<file path="src/rtl/machine_cycle_sequencer_pkg.sv">
// Shared timing constants for the machine-cycle sequencer and the per-opcode microcode blocks.
package machine_cycle_sequencer_pkg;

  localparam int STEPS_DEFAULT  = 4;
  localparam int CYCLES_DEFAULT = 8;

  localparam logic [3:0] STEP_T1 = 4'b0001;
  localparam logic [3:0] STEP_T2 = 4'b0010;
  localparam logic [3:0] STEP_T3 = 4'b0100;
  localparam logic [3:0] STEP_T4 = 4'b1000;

  typedef enum logic [1:0] {
    ST_BOOT = 2'd0,
    ST_RUN  = 2'd1,
    ST_HALT = 2'd2
  } state_e;

endpackage

</file>
<file path="src/rtl/machine_cycle_sequencer_ring.sv">
// One-hot ring counter: rotates left when enabled, synchronous load forces bit 0.
module onehot_ring_counter #(
  parameter int WIDTH = 4
) (
  input  logic             i_Clk,
  input  logic             i_Enable,
  input  logic             i_Load,
  output logic [WIDTH-1:0] o_Ring
);

  logic [WIDTH-1:0] ring_q, ring_d;

  always_comb begin
    ring_d = ring_q;
    if (i_Load) begin
      ring_d = {{(WIDTH-1){1'b0}}, 1'b1};
    end else if (i_Enable) begin
      ring_d = {ring_q[WIDTH-2:0], ring_q[WIDTH-1]};
    end
  end

  always_ff @(posedge i_Clk) begin
    ring_q <= ring_d;
  end

  assign o_Ring = ring_q;

endmodule

</file>
<file path="src/rtl/machine_cycle_sequencer.sv">
// T-step / M-cycle sequencer: boot fetch, stalls, HALT/wake and M-cycle overrun detection.
module machine_cycle_sequencer
  import machine_cycle_sequencer_pkg::*;
#(
  parameter int STEPS  = STEPS_DEFAULT,
  parameter int CYCLES = CYCLES_DEFAULT
) (
  input  logic              i_Clk,
  input  logic              i_Reset,
  input  logic              i_Enable,
  input  logic              i_Stall,
  input  logic              i_IR_Fetch,
  input  logic              i_Halt_Req,
  input  logic              i_Wake,
  output logic [STEPS-1:0]  o_Cycle_Step,
  output logic [CYCLES-1:0] o_Cycle_Count,
  output logic              o_Boot_Fetch,
  output logic              o_IR_Load,
  output logic              o_Instr_Done,
  output logic              o_Halted,
  output logic              o_Fault
);

  localparam logic [CYCLES-1:0] COUNT_FIRST = {{(CYCLES-1){1'b0}}, 1'b1};

  state_e            state_q, state_d;
  logic [CYCLES-1:0] count_q, count_d;
  logic              fetch_latch_q, fetch_latch_d;
  logic              fault_q, fault_d;
  logic              ir_load, instr_done;
  logic              advance, last_step, eff_fetch, ring_load;
  logic [STEPS-1:0]  step;

  assign advance   = i_Enable & ~i_Stall & ~i_Reset;
  assign last_step = step[STEPS-1];
  assign eff_fetch = fetch_latch_q | i_IR_Fetch;
  // Reset reaches the step ring through its load path, which has priority over rotation.
  assign ring_load = i_Reset | (advance & (state_q == ST_HALT));

  onehot_ring_counter #(.WIDTH(STEPS)) u_step_ring (
    .i_Clk    (i_Clk),
    .i_Enable (advance),
    .i_Load   (ring_load),
    .o_Ring   (step)
  );

  always_comb begin
    state_d       = state_q;
    count_d       = count_q;
    fetch_latch_d = fetch_latch_q;
    fault_d       = fault_q;
    ir_load       = 1'b0;
    instr_done    = 1'b0;
    if (advance) begin
      if (last_step) begin
        fetch_latch_d = 1'b0;
      end else if ((state_q == ST_RUN) && i_IR_Fetch) begin
        fetch_latch_d = 1'b1;
      end
      case (state_q)
        ST_BOOT: begin
          count_d = '0;
          if (last_step) begin
            state_d = ST_RUN;
            count_d = COUNT_FIRST;
            ir_load = 1'b1;
          end
        end
        ST_RUN: begin
          if (last_step) begin
            // Fetch wins over halt; a wake arriving with the halt request cancels it.
            if (eff_fetch) begin
              count_d    = COUNT_FIRST;
              ir_load    = 1'b1;
              instr_done = 1'b1;
            end else if (i_Halt_Req && !i_Wake) begin
              state_d = ST_HALT;
            end else if (count_q[CYCLES-1]) begin
              fault_d = 1'b1;
            end else begin
              count_d = {count_q[CYCLES-2:0], 1'b0};
            end
          end
        end
        ST_HALT: begin
          count_d = '0;
          if (i_Wake) begin
            state_d = ST_BOOT;
          end
        end
        default: begin
          state_d = ST_BOOT;
          count_d = '0;
        end
      endcase
    end
  end

  always_ff @(posedge i_Clk) begin
    if (i_Reset) begin
      state_q       <= ST_BOOT;
      count_q       <= '0;
      fetch_latch_q <= 1'b0;
      fault_q       <= 1'b0;
    end else begin
      state_q       <= state_d;
      count_q       <= count_d;
      fetch_latch_q <= fetch_latch_d;
      fault_q       <= fault_d;
    end
  end

  assign o_Cycle_Step  = step;
  assign o_Cycle_Count = count_q;
  assign o_Boot_Fetch  = (state_q == ST_BOOT);
  assign o_Halted      = (state_q == ST_HALT);
  assign o_Fault       = fault_q;
  assign o_IR_Load     = ir_load;
  assign o_Instr_Done  = instr_done;

endmodule

</file>
<file path="config.mk">
export PLATFORM = sky130hd
export DESIGN_NAME = machine_cycle_sequencer
export DESIGN_NICKNAME = d
export VERILOG_FILES = /design/src/rtl/machine_cycle_sequencer_pkg.sv /design/src/rtl/machine_cycle_sequencer_ring.sv /design/src/rtl/machine_cycle_sequencer.sv
export SDC_FILE = /design/constraint.sdc
export NUM_CORES = 1
export LEC_CHECK = 0
export BUFFER_PORTS_ARGS = -buffer_cell sky130_fd_sc_hd__buf_2
export CAP_MARGIN = 25
export CELL_PAD_IN_SITES_DETAIL_PLACEMENT = 0
export CELL_PAD_IN_SITES_GLOBAL_PLACEMENT = 1
export CORE_MARGIN = 4
export CORE_UTILIZATION = 38
export CTS_CLUSTER_DIAMETER = 80
export DETAILED_ROUTE_END_ITERATION = 7
export GPL_TIMING_DRIVEN = 1
export PLACE_DENSITY_LB_ADDON = 0.1
export SETUP_SLACK_MARGIN = 0.02
export SYNTH_ARGS = -nofsm -noshare
export SYNTH_HDL_FRONTEND = slang
export SYNTH_HIERARCHICAL = 1
export SYNTH_SLANG_ARGS = --single-unit
</file>
<file path="constraint.sdc">
create_clock -name i_Clk -period 3.4 [get_ports i_Clk]
set_clock_uncertainty 0.15 [all_clocks]
set_input_delay 0.17 -clock i_Clk [delete_from_list [all_inputs] [get_ports i_Clk]]
set_output_delay 0.17 -clock i_Clk [all_outputs]
set_load 0.02 [all_outputs]
</file>
==> flow_summary_export.csv <==
group,metric,value,unit
status,run_status,"finished clean",
worst_setup_path,worst-path-max-fanout,7,
pwr,power.share.clock,0.368,
worst_hold_path,worst_hold_path_type,"input port to register",
cells_and_area,design.final.nets,111,
timing,period_utilization,0.5578,
global_route,via_count_of_the_first_global_routing_pass,640,
synth,synth_area,742.0,um^2
global_route,global_route_total_overflow,0,
global_route,grt_max_degree,16,
pwr,switchingPower,0.07314,mW
pwr,comb_power_share,0.069,
routing,vias,650,
synth,synthCells,78,
floorplan,floorplan.initialDensity,0.4161,
global_route,grt_antenna_before_repair,0,
synth,synthTopCellsByArea,"sky130_fd_sc_hd__dfxtp_1 43%, sky130_fd_sc_hd__nand2b_1 5.9%, sky130_fd_sc_hd__nor2_1 5.1%",
cts,clock_tree_buffer_depth,2,
floorplan,die_height,52.19,um
worst_setup_path,slowest_cp_cell,"sky130_fd_sc_hd__or4b_4",
placed_design,hpwl_after_detailed_placement,1193,um
pwr,power.sequential.fraction,0.563,
routing,avgViaCountPerCell,5.078,
worst_setup_path,worst_path_largest_cell_delay,520,ps
synth,synth-warning-count,6,
floorplan,die_ar,0.002723,mm^2
pwr,swShare,0.2170,
floorplan,fp.dieW,52.19,um
cts,cts_setup_buffers,0,
worst_setup_path,setup_cp_type,"register to register",
worst_setup_path,end_kind,"register",
cts,clkTransAtPathRegs,90,ps
cells_and_area,flow.area_growth_from_synthesis,22.93,%
synth,ys_seq_elements,16,
placed_design,place.gp.congestion,0.8186,
timing,timing.hold.ws,77.11,ps
floorplan,top_level_ports,24,
timing,hold_viol_final,0,
cts,cts_root_buffer_type,"sky130_fd_sc_hd__clkbuf_4",
pwr,internal_power,0.2639,mW
cts,numCtsBuffers,3,
routing,detail_route.iter0.violations,9,
routing,routedWlPerCell,12.48,um
floorplan,standard_cell_core_area,0.001783,mm^2
pwr,vdd_drop_max,160.9,uV
worst_setup_path,critical_path.cell_chain,"or4b_4 -> o21bai_4 -> and2_4 -> mux2_4",
worst_setup_path,timing.critical_path.from_type,"register",
synth,synth_cell_type_count,31,
timing,finalWorstSetupSlack,1503,ps
global_route,grt_use_total,0.1402,
synth,syn_avg_cell_area,9.512,um^2
cells_and_area,post-route-util,0.5116,
worst_setup_path,cp_top_family,"simple AND/OR/NAND/NOR gates",
global_route,groute.layer.met1.usage,0.1789,
global_route,met2_usage,0.2259,
timing,setup_tns,0,ps
worst_setup_path,cp.required,3430,ps
timing,worst_case_headroom_to_the_max_slew_limit,0.7534,
pwr,static_power_due_to_leakage,0.3710,nW
routing,totalWireLength,1598,um
cts,holdBufCountCts,0,
timing,grt_setup_unrepaired,"no",
global_route,globalRoute.busiestLayer,"met2",
global_route,met3_usage,0.02849,
timing,report.final.slew_viol_count,0,
placed_design,dpl_worst_slack,1520,ps
synth,synth_largest_type_area_fraction,0.4317,
routing,drt_pre_antenna_iters,4,
cts,clock_tree_from_tritoncts,"yes",
timing,layout_min_cycle_time,1897,ps
pwr,power.density,369.5,mW/mm^2
timing,achievable-frequency,0.5273,GHz
timing,report.final.setup_viol,0,
cells_and_area,num_antenna_cells,0,
cts,cts-resized-gates,0,
cells_and_area,final_cell_count_no_fill,128,
timing,worst-slew-pin-transition,369.1,ps
routing,ant_nets,0,
global_route,wire_length_of_the_first_global_routing_pass,2870,um
cts,cts_max_level,1,
routing,drc_violations_left,0,
cts,insertion_delay,280,ps
synth,postSynthNetCount,85,
cts,tritoncts_num_sinks,16,
placed_design,post-place-cells,124,
synth,synth_largest_area_cell,"sky130_fd_sc_hd__dfxtp_1",
cells_and_area,share_of_layout_cells_above_drive_strength_1,0.3398,
synth,seq_area_frac_synth,0.4317,
worst_setup_path,worst_ep_arrival_time,1930,ps
worst_setup_path,critPathBufInv,0,
placed_design,port_buffers,23,
floorplan,core.rowCount,15,
flow_run,maxCapViolCount,0,
worst reg2reg max path, delay by kind of cell, from the launching register on:
kind | cells | cell delay (ps)
AO/OA/AOI/OAI | 1 | 220
AND/OR/NAND/NOR | 2 | 720
multiplexers | 1 | 290
flip-flops | 1 | 420
registers in the layout (all words and copies together) (netlist names):
signal,count
o_Cycle_Count,8
state_q,2
fetch_latch_q,1
u_step_ring/o_Ring,4
o_Fault,1
layout make-up:
cell class / instances / area (um^2)
multi-input combinational: 57 / 394.1
timing repair buffer: 24 / 122.6
tap: 25 / 31.28
inverter: 2 / 7.507
clock buffer: 4 / 36.28
fill: 190 / 870.8
sequential: 16 / 320.3
layer usage:
metal	vias to the layer above	wire length, um
met1	302	761
met2	12	747
met5	-	0
met3	2	74
li1	334	-
met4	0	14
cells in the final DEF, fill, tap and decap left out, types with 3 or more instances in the layout:
cell / n
sky130_fd_sc_hd__mux2i_1: 3
sky130_fd_sc_hd__o21ai_0: 4
sky130_fd_sc_hd__nor2_1: 10
sky130_fd_sc_hd__nand2b_1: 7
sky130_fd_sc_hd__nand4_1: 5
sky130_fd_sc_hd__nor3_1: 4
sky130_fd_sc_hd__buf_2: 23
sky130_fd_sc_hd__dfxtp_1: 16
sky130_fd_sc_hd__clkbuf_4: 3
power groups by stage:
stage                     clock network [mW]  logic, mW  registers [mW]
after global placement                     0     0.0234           0.194
after CTS                              0.130     0.0234           0.190
after detailed placement                   0     0.0232           0.194
after global routing                   0.139     0.0251           0.190
final                                  0.124     0.0232           0.190
after floorplan                            0     0.0137           0.196
logic make-up (layout without fill, tap and decap cells):
family	Yosys count	in the layout	synth area share
AO/OA/AOI/OAI	19	19	0.1906
buffers and inverters	5	30	0.03709
flip-flops	16	16	0.4317
multiplexers	4	4	0.06070
AND/OR/NAND/NOR	34	34	0.2799
Yosys cell counts (all sizes together):
master	n
a211o	1
a211oi	2
a21o	1
a221oi	1
a22oi	1
a31o	1
a31oi	2
a41oi	1
and2	1
buf	1
clkbuf	2
dfxtp	16
inv	2
mux2	1
mux2i	3
nand2b	7
nand4	5
nand4bb	1
nor2	10
nor2b	3
nor3	4
nor3b	1
o21a	1
o21ai	6
o21bai	2
or2b	1
or4b	1
through the flow:
step / instance area (um^2) / power [mW]
global route: 912.1 / 0.3545
detailed placement: 875.8 / 0.2173
global placement: 875.8 / 0.2174
finish: 912.1 / 0.3370
CTS: 912.1 / 0.3431
floorplan: 742.0 / 0.2094
final timing paths:
check	startpoint	endpoint	slack [ps]	cells past startpoint
max	state_q[0]$_SDFFE_PP0P_	o_Cycle_Count[1]$_SDFFE_PP0P_	1500	4
min	i_Reset	o_Fault$_SDFFE_PP0P_	80	2
max reg2reg	state_q[0]$_SDFFE_PP0P_	o_Cycle_Count[1]$_SDFFE_PP0P_	1500	4
min reg2reg	o_Cycle_Count[2]$_SDFFE_PP0P_	o_Cycle_Count[3]$_SDFFE_PP0P_	340	2
Power figures use the tool's default switching activity.
